[src/rtl/tt_uio_link.sv]
// Purpose: byte-serial word link over the 8-bit uio pad bus, with TX/RX FIFOs and a direction FSM that inserts a turnaround cycle.
// Latency: a TX word pushed into an empty FIFO in S_TX shows byte 0 two edges later; an RX word is visible the cycle after its last strobe.
// Backpressure: tx_ready_o drops when the TX FIFO is full; RX words arriving at a full FIFO with no pop are dropped and flagged sticky.
module tt_uio_link #(
    parameter int DATA_W = 16,
    parameter int DEPTH  = 4
) (
    input  logic              clk_i,
    input  logic              rst_ni,
    input  logic              ena_i,
    input  logic              dir_i,
    input  logic [DATA_W-1:0] tx_data_i,
    input  logic              tx_valid_i,
    output logic              tx_ready_o,
    output logic [DATA_W-1:0] rx_data_o,
    output logic              rx_valid_o,
    input  logic              rx_ready_i,
    input  logic [7:0]        uio_in_i,
    input  logic              in_strobe_i,
    output logic [7:0]        uio_out_o,
    output logic [7:0]        uio_oe_o,
    output logic              out_strobe_o,
    output logic              overflow_o
);

    localparam int BEATS = DATA_W / 8;
    localparam int AW    = $clog2(DEPTH);
    localparam int PW    = AW + 1;
    localparam int BW    = (BEATS > 1) ? $clog2(BEATS) : 1;
    localparam logic [BW-1:0] LAST_BEAT = BW'(BEATS - 1);

    typedef enum logic [1:0] {S_RX, S_TURN, S_TX} state_t;

    state_t            state_q;
    logic [7:0]        uio_oe_q;
    logic [7:0]        uio_out_q;
    logic              out_strobe_q;
    logic              overflow_q;

    // ---------------- TX FIFO ----------------
    logic [DATA_W-1:0] tx_mem_q [DEPTH];
    logic [PW-1:0]     tx_wptr_q, tx_rptr_q;
    logic              tx_full, tx_empty, tx_push, tx_pop;
    logic [DATA_W-1:0] tx_head;

    assign tx_empty   = (tx_wptr_q == tx_rptr_q);
    assign tx_full    = (tx_wptr_q[AW] != tx_rptr_q[AW]) &&
                        (tx_wptr_q[AW-1:0] == tx_rptr_q[AW-1:0]);
    assign tx_ready_o = !tx_full;
    // A pop in the same cycle does not free a slot for a push when full.
    assign tx_push    = tx_valid_i && !tx_full;
    assign tx_head    = tx_mem_q[tx_rptr_q[AW-1:0]];

    // ---------------- TX serializer ----------------
    logic [BW-1:0]     tx_beat_q, tx_beat_d;
    logic [DATA_W-1:0] tx_sh_q, tx_sh_d;
    logic              tx_start, tx_emit;
    logic [7:0]        tx_byte;

    // Only start a new word while the FSM will stay in S_TX (dir_i still 1),
    // otherwise the word would be cut by the turnaround.
    assign tx_start  = ena_i && (state_q == S_TX) && dir_i &&
                       (tx_beat_q == '0) && !tx_empty;
    assign tx_pop    = tx_start;
    assign tx_emit   = ena_i && ((tx_beat_q != '0) || tx_start);
    assign tx_byte   = tx_start ? tx_head[7:0] : tx_sh_q[7:0];
    assign tx_beat_d = (tx_beat_q == LAST_BEAT) ? '0 : tx_beat_q + BW'(1);
    assign tx_sh_d   = tx_start ? (tx_head >> 8) : (tx_sh_q >> 8);

    // ---------------- RX FIFO ----------------
    logic [DATA_W-1:0] rx_mem_q [DEPTH];
    logic [PW-1:0]     rx_wptr_q, rx_rptr_q;
    logic              rx_full, rx_empty, rx_push, rx_pop, rx_drop;

    assign rx_empty   = (rx_wptr_q == rx_rptr_q);
    assign rx_full    = (rx_wptr_q[AW] != rx_rptr_q[AW]) &&
                        (rx_wptr_q[AW-1:0] == rx_rptr_q[AW-1:0]);
    assign rx_valid_o = !rx_empty;
    assign rx_data_o  = rx_mem_q[rx_rptr_q[AW-1:0]];
    assign rx_pop     = rx_ready_i && !rx_empty;

    // ---------------- RX deserializer ----------------
    logic [BW-1:0]     rx_beat_q;
    logic [DATA_W-1:0] rx_sh_q;
    logic [DATA_W-1:0] rx_word_d;
    logic              rx_cap, rx_last;

    // No capture on the cycle the FSM leaves S_RX, so no partial word is
    // left behind to corrupt the next reception.
    assign rx_cap  = ena_i && (state_q == S_RX) && in_strobe_i &&
                     !(dir_i && (rx_beat_q == '0));
    assign rx_last = rx_cap && (rx_beat_q == LAST_BEAT);
    // A full FIFO still accepts the word if its head is popped this cycle.
    assign rx_push = rx_last && (!rx_full || rx_pop);
    assign rx_drop = rx_last && rx_full && !rx_pop;

    // Merge the incoming byte into its slot of the assembly register.
    always_comb begin
        rx_word_d = rx_sh_q;
        for (int i = 0; i < BEATS; i++) begin
            if (rx_beat_q == BW'(i)) begin
                rx_word_d[i*8 +: 8] = uio_in_i;
            end
        end
    end

    // FIFO storage: written on accepted pushes only, no reset needed.
    always_ff @(posedge clk_i) begin
        if (tx_push) tx_mem_q[tx_wptr_q[AW-1:0]] <= tx_data_i;
        if (rx_push) rx_mem_q[rx_wptr_q[AW-1:0]] <= rx_word_d;
    end

    // FIFO pointers; user-side push/pop run regardless of ena_i.
    always_ff @(posedge clk_i or negedge rst_ni) begin
        if (!rst_ni) begin
            tx_wptr_q <= '0;
            tx_rptr_q <= '0;
            rx_wptr_q <= '0;
            rx_rptr_q <= '0;
        end else begin
            if (tx_push) tx_wptr_q <= tx_wptr_q + PW'(1);
            if (tx_pop)  tx_rptr_q <= tx_rptr_q + PW'(1);
            if (rx_push) rx_wptr_q <= rx_wptr_q + PW'(1);
            if (rx_pop)  rx_rptr_q <= rx_rptr_q + PW'(1);
        end
    end

    // Direction FSM with registered pad enables; turns only on word boundaries.
    always_ff @(posedge clk_i or negedge rst_ni) begin
        if (!rst_ni) begin
            state_q  <= S_RX;
            uio_oe_q <= 8'h00;
        end else if (ena_i) begin
            case (state_q)
                S_RX: begin
                    if (dir_i && (rx_beat_q == '0)) state_q <= S_TURN;
                end
                S_TURN: begin
                    if (dir_i) begin
                        state_q  <= S_TX;
                        uio_oe_q <= 8'hFF;
                    end else begin
                        state_q  <= S_RX;
                    end
                end
                S_TX: begin
                    if (!dir_i && (tx_beat_q == '0)) begin
                        state_q  <= S_TURN;
                        uio_oe_q <= 8'h00;
                    end
                end
                default: begin
                    state_q  <= S_RX;
                    uio_oe_q <= 8'h00;
                end
            endcase
        end
    end

    // Pin-side serializer: one byte per cycle, strobe frozen while ena_i is low.
    always_ff @(posedge clk_i or negedge rst_ni) begin
        if (!rst_ni) begin
            uio_out_q    <= 8'h00;
            out_strobe_q <= 1'b0;
            tx_beat_q    <= '0;
            tx_sh_q      <= '0;
        end else if (ena_i) begin
            if (tx_emit) begin
                uio_out_q    <= tx_byte;
                out_strobe_q <= 1'b1;
                tx_beat_q    <= tx_beat_d;
                tx_sh_q      <= tx_sh_d;
            end else begin
                out_strobe_q <= 1'b0;
            end
        end
    end

    // Pin-side deserializer and sticky overflow flag.
    always_ff @(posedge clk_i or negedge rst_ni) begin
        if (!rst_ni) begin
            rx_beat_q  <= '0;
            rx_sh_q    <= '0;
            overflow_q <= 1'b0;
        end else begin
            if (rx_cap) begin
                rx_sh_q   <= rx_word_d;
                rx_beat_q <= (rx_beat_q == LAST_BEAT) ? '0 : rx_beat_q + BW'(1);
            end
            if (rx_drop) overflow_q <= 1'b1;
        end
    end

    assign uio_out_o    = uio_out_q;
    assign uio_oe_o     = uio_oe_q;
    assign out_strobe_o = out_strobe_q;
    assign overflow_o   = overflow_q;

endmodule

[config.mk]
export PLATFORM = sky130hd
export DESIGN_NAME = tt_uio_link
export DESIGN_NICKNAME = d
export VERILOG_FILES = /design/src/rtl/tt_uio_link.sv
export SDC_FILE = /design/constraint.sdc
export NUM_CORES = 1
export LEC_CHECK = 0
export CAP_MARGIN = 40
export CORE_MARGIN = 2
export CORE_UTILIZATION = 29
export DETAILED_ROUTE_END_ITERATION = 16
export HOLD_SLACK_MARGIN = 0.1
export MAX_ROUTING_LAYER = met4
export PLACE_DENSITY = 0.43
export SYNTH_ARGS = -nofsm -noshare
export SYNTH_HDL_FRONTEND = slang
export SYNTH_SLANG_ARGS = --single-unit
[constraint.sdc]
create_clock -name clk_i -period 4.6 [get_ports clk_i]
set_clock_uncertainty 0.1 [all_clocks]
set_input_delay 0.92 -clock clk_i [delete_from_list [all_inputs] [get_ports clk_i]]
set_output_delay 0.92 -clock clk_i [all_outputs]
set_load 0.02 [all_outputs]
# == After elaboration in Yosys (flattened, before gate mapping) ==
# Memory sizes are Yosys's and may differ from the RTL's.
# Index checks and enable logic that the tools add are counted.
# W data, S select, Z words.
# word_totals
reg_bits,66
ramBits,128
out_inout_bits,36
mem_count,2
# classes
addsub,6
n_eq_ne,11
n_mux,18
bitwise_logic,3
n_reduce_logical,31
# memory_table
name,words,width,read_ports,rd_ports_with_merged_regs,write_ports,line_no,source
rx_mem_q,4,16,1,0,1,71,logic [DATA_W-1:0] rx_mem_q [DEPTH];
tx_mem_q,4,16,1,0,1,41,logic [DATA_W-1:0] tx_mem_q [DEPTH];
# ops
op,n
$mux W8,6
$pmux W8 S3,1
$logic_and A1 B1 Y1,18
$add A3 B1 Y3 const B,4
$logic_not A1 Y1,7
$mux W1,7
$eq A3 B3 Y1,2
$mux W2,3
$pmux W2 S3,1
$eq A2 B2 Y1,2
$ne A2 B1 Y1 const B,2
$reduce_and A4 Y1,1
$not A1 Y1,3
$reduce_and A3 Y1,1
$add A1 B1 Y1 const B,2
$eq A2 B1 Y1 const B,1
$eq A2 B2 Y1 const B,1
$logic_not A2 Y1,1
$logic_or A1 B1 Y1,2
$ne A1 B1 Y1,2
$ne A2 B2 Y1 const B,1
$reduce_and A2 Y1,1

# == Logic depth before layout (Yosys ltp) ==
# Gate-level depths: netlist of the first run.
# depth
word_depth,8
depth_mapped,7
ltp_nobuf,4

# == Least setup slack after synthesis of the first run ==
# OpenSTA, ideal clock, no wires.
# synth_timing
path_kind,input-to-reg
from,input port ena_i
to,"memory rx_mem_q[3][0], enable pin"
setup_time_ns,0.389
arrival_time_ns,2.186
required_time_ns,4.111
slack_ns,1.925
stages,4
path_buffers,1
path_cell_list,buf_2 -> and4bb_2 -> nand2_1 -> nor3b_2
# synth_between
elab_chain_cells,7
# synth_lines
element,line_no,source
"start, declared",10,"input logic ena_i,"
$logic_and A1 B1 Y1 (3 in a row),90,assign rx_cap = ena_i && (state_q == S_RX) && in_strobe_i &&
$logic_and A1 B1 Y1,92,assign rx_last = rx_cap && (rx_beat_q == LAST_BEAT);
$logic_and A1 B1 Y1,94,assign rx_push = rx_last && (!rx_full || rx_pop);
$mux W1,110,if (rx_push) rx_mem_q[rx_wptr_q[AW-1:0]] <= rx_word_d;
$mux W1 (implied by the code),110,
"end, declared",71,
# Every way passes these cells.

# == Final worst setup path of the first run ==
# layout_timing
from,register rx_rptr_q[0]
to,output port rx_data_o[9]
# layout_between
elab_chain_cells,1
# layout_lines
element,line_no,source
"start, declared",72,"logic [PW-1:0] rx_wptr_q, rx_rptr_q;"
"start signal, assigned",124,if (rx_pop) rx_rptr_q <= rx_rptr_q + PW'(1);
$mem_v2 Z4 W16,--,
"end, declared",15,"output logic [DATA_W-1:0] rx_data_o,"
# Every way passes these cells.

==> results of run 1 <==
[registers in the layout, indices dropped and copies added (netlist names), 8 cells and up]
register and count:
tx_sh_q 8, uio_out_o 8, rx_mem_q 64, tx_mem_q 64, rx_sh_q 16
[worst paths after layout]
check | startpoint | endpoint | slack, ns | depth (start not counted)
min | rst_ni | rx_sh_q[4]$_DFFE_PN0P_ | 0.39 | 1
max | rx_rptr_q[0]$_DFFE_PN0P_ | rx_data_o[9] | 0.94 | 3
max reg2reg | rx_rptr_q[0]$_DFFE_PN0P_ | rx_mem_q[2][13]$_DFFE_PP_ | 2.11 | 5
min in group clk_i | rx_wptr_q[2]$_DFFE_PN0P_ | rx_wptr_q[2]$_DFFE_PN0P_ | 0.40 | 1
min reg2reg | rx_wptr_q[2]$_DFFE_PN0P_ | rx_wptr_q[2]$_DFFE_PN0P_ | 0.40 | 1
max in group asynchronous | rst_ni | tx_rptr_q[2]$_DFFE_PN0P_ | 3.18 | 2
[cell usage after synthesis, types with 2 or more instances]
master and number:
a21oi_1 2, a32o_1 8, and2_1 8, buf_1 2, buf_2 5, buf_4 11, buf_6 5, dfrtp_1 51
edfxtp_1 128, ha_1 10, inv_1 9, mux2_2 34, mux4_2 32, nand2_1 6, nand2b_1 9, nand3_1 3
o21ai_0 5, o221a_1 8, xnor2_1 9, xnor2_4 2, xor2_1 3
[layout by cell type, fill, tap and decap left out, drive strengths merged, types with 9 or more instances in the layout]
cell type        n
ha              10
edfxtp         128
dfrtp           51
inv             14
clkdlybuf4s50   65
clkbuf          19
nand2b           9
mux4            32
mux2            35
xnor2           11
buf             16
[area by class of cell]
class,count,area [um2],area share [%]
multi-input combinational,160,1978,21.98
clock buffer,19,442.9,4.921
tap,330,412.9,4.588
clock inverter,13,193.9,2.155
inverter,9,33.78,0.3754
sequential,179,5120,56.89
timing repair buffer,81,818.3,9.092
[cells by family (layout without fill, tap and decap cells)]
family          after synthesis  count (layout)  synth area share, %
buf+inv                      33             122                2.859
compound gates               30              30                4.110
xor+xnor                     15              15                2.415
fa+ha+maj                    10              10                1.712
flops                       179             179                70.07
mux                          68              68                15.39
simple gates                 37              37                3.442
[through the flow]
step           hold slack [ns]  std cells  instance area, um2
2_1_floorplan           0.3573        372                7307
3_3_place_gp            0.3786        754                8275
3_5_place_dp            0.3787        759                8363
4_1_cts                 0.3942        791                9000
5_1_grt                 0.4097        791                9000
6_report                0.3938        791                9000
[layer usage]
layer | global-route usage [%] | vias to the layer above | routed length, um | share of wire (%)
met5 | - | - | 0 | 0
li1 | - | 1615 | - | -
met2 | 21.82 | 58 | 8028 | 55
met1 | 13.31 | 1828 | 6007 | 41
met4 | 4.344 | 0 | 208 | 1.4
met3 | 2.674 | 14 | 367 | 2.5
[where the power goes]
part / leakage (nW) / internal, mW / switching (mW) / total (mW)
sequential: 1.79 / 2.21 / 0.243 / 2.45
clock: 0.309 / 0.934 / 0.627 / 1.56
combinational: 1.04 / 1.05 / 1.01 / 2.06
==> flow_summary.yaml, run 1 <==
status:
  outcome: "finished clean"
job:
  drv_cap: 0
final_layout:
  utilization_pct: 36.05
  n_antenna_cell: 0
  fill_cells: 2332
  synthToLayoutAreaGrowth_pct: 23.17
  drive_above_1_share_pct: 27.55
  nets: 489
setup_path:
  cp-start-kind: "flop"
  crit_buf_inv: 2
  worstSetupPathType: "reg -> out"
  cp_slowest_stage_delay_ns: 0.84
  cp_max_fo: 12
  cp_cell_sequence: "buf_4 -> mux4_2 -> clkdlybuf4s50_1"
  end_kind: "output pin"
  critical_path_arrival_ns: 2.64
  critical_path.top_delay_family: "flip-flops"
  cp_slowest_cell: "dfrtp_1"
  required_ns: 3.58
cts:
  cts-resized-gates: 0
  cts-buffers-inserted: 17
  htreeDepth: 4
  hold_buffers: 0
  tritoncts: "yes"
  cts_setup_buffers: 0
  cts_sinks: 179
  clkSlewWorstSetupHoldPaths_ns: 0.06
  clk_latency_ns: 0.43
  root_buffer: "clkbuf_16"
  clock_path_buffers: 2
die:
  fp.dieH_um: 162.7
  initial_core_util_pct: 29.27
  fp.dieW_um: 162.7
  ios: 67
  die_area_um2: 26480
  core_region_area_um2: 24960
  rows: 58
sta:
  drv_slew: 0
  fin_setup_tns_ns: 0
  max_freq_ghz: 0.2735
  finalSetupViolations: 0
  worst_slack_ns: 0.9441
  layout_min_cycle_time_ns: 3.656
  post-route-period-util_pct: 79.48
  worst_pin_slew_ns: 0.7619
  rsz0062_at_grt: "false"
  slew_headroom_pct: 49.21
  finalHoldViolCount: 0
detailed_routing:
  ant_nets: 0
  drt_iter0_markers: 182
  drc: 0
  wire_per_inst_um: 18.47
  via_per_inst: 4.444
  vias: 3515
  wl_mm: 14.61
  dr.pass1.iters: 4
min_path:
  hold_path_class: "in -> async"
synth:
  synth.avg_cell_area_um2: 19.64
  synth.area.top_cells: "edfxtp_1 (53%), dfrtp_1 (17%), mux4_2 (9.9%), mux2_2 (5.2%), ha_1 (1.7%)"
  netlist_area_um2: 7307
  async_flop_share_pct: 28.49
  yosysTopAreaCell: "edfxtp_1"
  synth_nets: 413
  synth_cells: 372
  synth_top_area_share_pct: 52.60
  synth_cell_types: 43
  ys_ff_latch: 179
  yosysSeqAreaShare_pct: 70.07
  synthFlopType: "edfxtp_1"
  synth_edf_count: 128
  ys_warn_count: 0
pwr:
  p_per_area_nw_per_um2: 675.2
  finalPower_mw: 6.077
  p_leak_nw: 3.146
  peakVddDrop_uv: 270.7
global_routing:
  antenna_found_initial: 0
  grt_pass1_vias: 3920
  grt_overflow: 0
  grt_usage_pct: 12.18
  grt_max_degree: 31
  grt_pass1_wl_mm: 22.71
placement:
  portBuffers: 66
  post-place-ws_ns: 1.331
  dp.final_hpwl_mm: 9.753
  globalplace.congestion: 0.6825
Note: power is estimated with default switching activity, not from simulation.
==> run 2: changes to the inputs <==
Settings changed: PLACE_DENSITY 0.43 to 0.45.
Clock period 4.6 ns to 3 ns, I/O delays scaled along.
==> flow_summary.yaml, run 2 (same netlist as run 1, synthesis figures left out) <==
detailed_routing:
  drc: 0
  vias: 3595
  wire_per_inst_um: 18.48
  ant_nets: 0
  dr.pass1.iters: 4
  wl_mm: 14.69
  via_per_inst: 4.522
  drt_iter0_markers: 172
pwr:
  clock_power_share_pct: 25.4
  p_leak_nw: 3.153
  peakVddDrop_uv: 355.0
  finalPower_mw: 9.253
  switching_power_mw: 2.847
  p_int_mw: 6.406
  p_comb_share_pct: 34.0
  p_per_area_nw_per_um2: 1025
  p_seq_share_pct: 40.5
  switching_share_pct: 30.77
job:
  drv_cap: 0
setup_path:
  worstSetupPathType: "reg -> out"
  end_kind: "output pin"
  critical_path_arrival_ns: 2.16
  cp-start-kind: "flop"
  required_ns: 2.30
  cp_max_fo: 16
global_routing:
  grt_max_degree: 39
  grt_pass1_wl_mm: 22.94
  grt_pass1_vias: 3950
  grt_overflow: 0
  grt_usage_pct: 12.20
  antenna_found_initial: 0
sta:
  finalHoldViolCount: 0
  worst_pin_slew_ns: 0.5522
  fin_setup_tns_ns: 0
  post-route-period-util_pct: 95.27
  drv_slew: 0
  finalSetupViolations: 0
  layout_min_cycle_time_ns: 2.858
  rsz0062_at_grt: "false"
  slew_headroom_pct: 63.05
  max_freq_ghz: 0.3499
die:
  fp.dieW_um: 162.7
  ios: 67
  rows: 58
  die_area_um2: 26480
  core_region_area_um2: 24960
  fp.dieH_um: 162.7
  initial_core_util_pct: 29.27
final_layout:
  nets: 493
  n_antenna_cell: 0
  final_cells: 795
  synthToLayoutAreaGrowth_pct: 23.49
  final_common_cell: "edfxtp_1"
  drive_above_1_share_pct: 27.96
  mostFrequentLayoutCells: "edfxtp_1 (128), clkdlybuf4s50_1 (65), dfrtp_1 (50), mux2_2 (34), mux4_2 (32)"
  design_area_um2: 9024
placement:
  portBuffers: 66
  dpl_cell_area_um2: 8386
  dp_cells: 762
  globalplace.congestion: 0.6758
  dp.final_hpwl_mm: 9.596
cts:
  cts-buffers-inserted: 17
  clk_latency_ns: 0.43
  tritoncts: "yes"
  clock_path_buffers: 2
  cts_sinks: 179
  htreeDepth: 4
  root_buffer: "clkbuf_16"
  clkSlewWorstSetupHoldPaths_ns: 0.06
min_path:
  hold_path_class: "reg -> reg"
status:
  outcome: "finished clean"
==> run 2: per-stage QoR <==
step           hold WS (ns)  setup WS (ns)  util (%)
3_5_place_dp         0.3769         0.4582     33.59
2_1_floorplan        0.2044         0.6453         -
5_1_grt              0.3986        0.05574     36.15
4_1_cts              0.3913        0.01926     36.14
6_report             0.3872         0.1418     36.15
3_3_place_gp         0.3775         0.4907     33.59
==> run 2: critical path, stage by stage (launching register included) <==
cell             delay [ns]
dfrtp_2                0.42
buf_12                 0.21
mux4_2                 0.55
clkdlybuf4s50_1        0.55
==> run 2: per-layer routing <==
layer	wire [um]	share of wire, %	global-route usage [%]	vias up
met4	154	1.0	3.258	0
met3	688	4.7	2.776	13
li1	-	-	-	1610
met2	7958	54	21.71	81
met5	0	0	-	-
met1	5887	40	13.85	1891
==> run 2: worst paths after layout <==
kind	start	end	slack, ns	cells past startpoint
worst min-delay path	tx_sh_q[6]$_DFFE_PN0P_	tx_sh_q[6]$_DFFE_PN0P_	0.39	1
max in group asynchronous	rst_ni	rx_rptr_q[0]$_DFFE_PN0P_	1.69	3
worst max-delay path	rx_rptr_q[0]$_DFFE_PN0P_	rx_data_o[13]	0.14	3
min in group asynchronous	rst_ni	rx_sh_q[10]$_DFFE_PN0P_	0.58	3
worst max register to register	rx_rptr_q[1]$_DFFE_PN0P_	rx_mem_q[2][7]$_DFFE_PP_	0.98	6
worst min register to register	tx_sh_q[6]$_DFFE_PN0P_	tx_sh_q[6]$_DFFE_PN0P_	0.39	1
==> run 2: cell type report <==
cell class	count	area (um2)
inverters	9	33.78
flip-flops and latches	179	5121
repair buffers	85	850.8
fillers	2374	15940
clock inverters	12	180.2
well taps	330	412.9
multi-input cells	160	1978
clock buffers	20	446.7
==> run 2: what timing repair did <==
action | CTS | global route
resized for setup | 0 | 1
setup endpoints to repair | 0 | 3
setup buffers | 0 | 0
hold buffers | 1 | 0
hold endpoints to repair | 13 | 0
==> run 2: power groups by stage <==
stage	registers (mW)	clock network, mW	logic [mW]
after floorplan	3.73	0	2.20
after global placement	3.79	0	3.18
after detailed placement	3.81	0	3.23
after CTS	3.77	2.41	3.24
after global routing	3.83	2.52	3.42
final	3.75	2.35	3.15
==> run 3: changes to the inputs <==
Settings changed: ABC_AREA set to 1, CAP_MARGIN 40 to 20, PLACE_DENSITY 0.45 to 0.44, SKIP_LAST_GASP set to 1.
==> flow_summary.yaml, run 3 <==
cts:
  cts_sinks: 179
  htreeDepth: 4
  root_buffer: "clkbuf_16"
  clkSlewWorstSetupHoldPaths_ns: 0.07
  clock_path_buffers: 2
  clk_latency_ns: 0.43
  tritoncts: "yes"
  cts-buffers-inserted: 17
synth:
  synth_commonest_cells: "nand2_1 (166), edfxtp_1 (128), o21ai_0 (84)"
  synth_edf_count: 128
  post-synth-top-count-cell: "nand2_1"
  ys_warn_count: 0
  synth_nets: 733
  synth_cell_types: 30
  yosysTopAreaCell: "edfxtp_1"
  synth.avg_cell_area_um2: 10.89
  yosysSeqAreaShare_pct: 67.93
  synthFlopType: "edfxtp_1"
  synth_cells: 692
  synth_top_area_share_pct: 51.00
  synth.area.top_cells: "edfxtp_1 (51%), dfrtp_1 (17%), nand2_1 (8.3%), o21ai_0 (5.6%), inv_1 (3.5%)"
  ys_ff_latch: 179
  async_flop_share_pct: 28.49
  netlist_area_um2: 7537
sta:
  finalHoldViolCount: 0
  worst_pin_slew_ns: 0.8211
  layout_min_cycle_time_ns: 2.881
  max_freq_ghz: 0.3472
  slew_headroom_pct: 44.68
  rsz0062_at_grt: "true"
  finalSetupViolations: 0
  drv_slew: 0
  post-route-period-util_pct: 96.02
detailed_routing:
  vias: 4912
  wl_mm: 16.54
  wire_per_inst_um: 14.90
  via_per_inst: 4.425
  drt_iter0_markers: 220
  drc: 0
  dr.pass1.iters: 5
  ant_nets: 0
setup_path:
  end_kind: "output pin"
  cp_max_fo: 31
  required_ns: 2.30
  worstSetupPathType: "reg -> out"
  r2r_setup_slack_ns: 0.76
  critical_path_arrival_ns: 2.18
  cp-start-kind: "flop"
final_layout:
  fill_cells: 2519
  mostFrequentLayoutCells: "nand2_1 (166), edfxtp_1 (128), o21ai_0 (84), inv_1 (70), clkdlybuf4s50_1 (65)"
  final_common_cell: "nand2_1"
  drive_above_1_share_pct: 8.903
  nets: 804
  design_area_um2: 9159
  n_antenna_cell: 0
  synthToLayoutAreaGrowth_pct: 21.51
placement:
  globalplace.congestion: 0.7664
  portBuffers: 66
  dpl_cell_area_um2: 8581
  dp.final_hpwl_mm: 11.10
global_routing:
  grt_pass1_vias: 4912
  grt_pass1_wl_mm: 26.33
  grt_overflow: 0
  antenna_found_initial: 0
  grt_max_degree: 52
  grt_usage_pct: 13.19
die:
  rows: 59
  ios: 67
  fp.dieW_um: 165.2
  die_area_um2: 27300
  fp.dieH_um: 165.2
  initial_core_util_pct: 29.26
  core_region_area_um2: 25760
status:
  outcome: "finished clean"
pwr:
  peakVddDrop_uv: 479.4
  p_per_area_nw_per_um2: 985.2
  finalPower_mw: 9.024
  p_leak_nw: 3.679
min_path:
  hold_path_class: "in -> async"
job:
  drv_cap: 0
run 3: cell types whose count changed after synthesis, sizes merged, moves of 8 or more:
cell,delta
nand2,+163
o21ai,+82
inv,+67
nor2,+63
mux2,-35
mux4,-32
nand3,+27
o22ai,+24
clkbuf,+15
nand2b,-9
xnor2,-9
a32o,-8
and2,-8
o221a,-8
run 3: final cells by class:
| cell class | instances | area (um2) | share of cell area, % |
|---|---|---|---|
| clock buffers | 17 | 425.4 | 4.645 |
| repair buffers | 85 | 802.0 | 8.757 |
| clock inverters | 14 | 143.9 | 1.571 |
| inverters | 76 | 294.0 | 3.210 |
| well taps | 335 | 419.2 | 4.577 |
| multi-input cells | 404 | 1953 | 21.33 |
| flip-flops and latches | 179 | 5121 | 55.92 |
run 3: cells by family (layout without fill, tap and decap cells):
kind of cell,after synthesis,in the layout,synth area share (%)
simple gates,269,269,14.87
flops,179,179,67.93
compound gates,116,116,8.333
buf+inv,109,192,6.159
fa+ha+maj,10,10,1.660
xor+xnor,9,9,1.046
run 3: routing by layer:
metal,vias to the layer above,global-route usage (%),wire (um)
met4,0,4.783,314
met1,2369,16.40,7529
met3,23,2.572,507
met5,-,-,0
met2,78,21.48,8191
li1,2442,-,-
run 3: critical path, stage by stage (launching register included):
cell	delay (ns)
dfrtp_1	0.41
buf_4	0.32
o21ai_0	0.15
o22ai_1	0.23
clkdlybuf4s50_1	0.65
run 3: timing repair:
item	in CTS	in global routing
gates resized for setup	1	2
hold buffers	0	0
endpoints found under the setup margin	1	8
setup buffers	0	0
run 3: path summary, 6_finish.rpt:
check                      cells after the start                  endpoint                     start
max in group asynchronous                      2  tx_rptr_q[0]$_DFFE_PN0P_                    rst_ni
hold / removal                                 2   uio_oe_o[6]$_DFFE_PN0P_                    rst_ni
min in group clk_i                             2    tx_sh_q[7]$_DFFE_PN0P_    tx_sh_q[7]$_DFFE_PN0P_
setup reg to reg                               7  rx_mem_q[3][2]$_DFFE_PP_     rx_beat_q$_DFFE_PN0P_
setup / recovery                               4             rx_data_o[15]  rx_rptr_q[0]$_DFFE_PN0P_
hold reg to reg                                2    tx_sh_q[7]$_DFFE_PN0P_    tx_sh_q[7]$_DFFE_PN0P_
run 3: where the power goes:
group | switching (mW) | total [mW] | leakage (nW) | internal (mW)
combinational | 2.08 | 3.25 | 1.60 | 1.18
clock | 1.05 | 2.15 | 0.276 | 1.10
sequential | 0.283 | 3.62 | 1.81 | 3.34
total | 3.41 | 9.02 | 3.68 | 5.61
run 3: per-stage QoR:
stage                     setup slack [ns]  setup TNS (ns)  cells  hold WS (ns)  util, %
after CTS                          0.03646               0   1110        0.1996    35.53
after detailed placement            0.3383               0   1079        0.3610    33.31
after global placement              0.3422               0   1079        0.3588    33.31
after floorplan                     0.6063               0    692        0.2044        -
after global routing              -0.02203        -0.02203   1110        0.2298    35.55
final                               0.1194               0   1110        0.1783    35.55
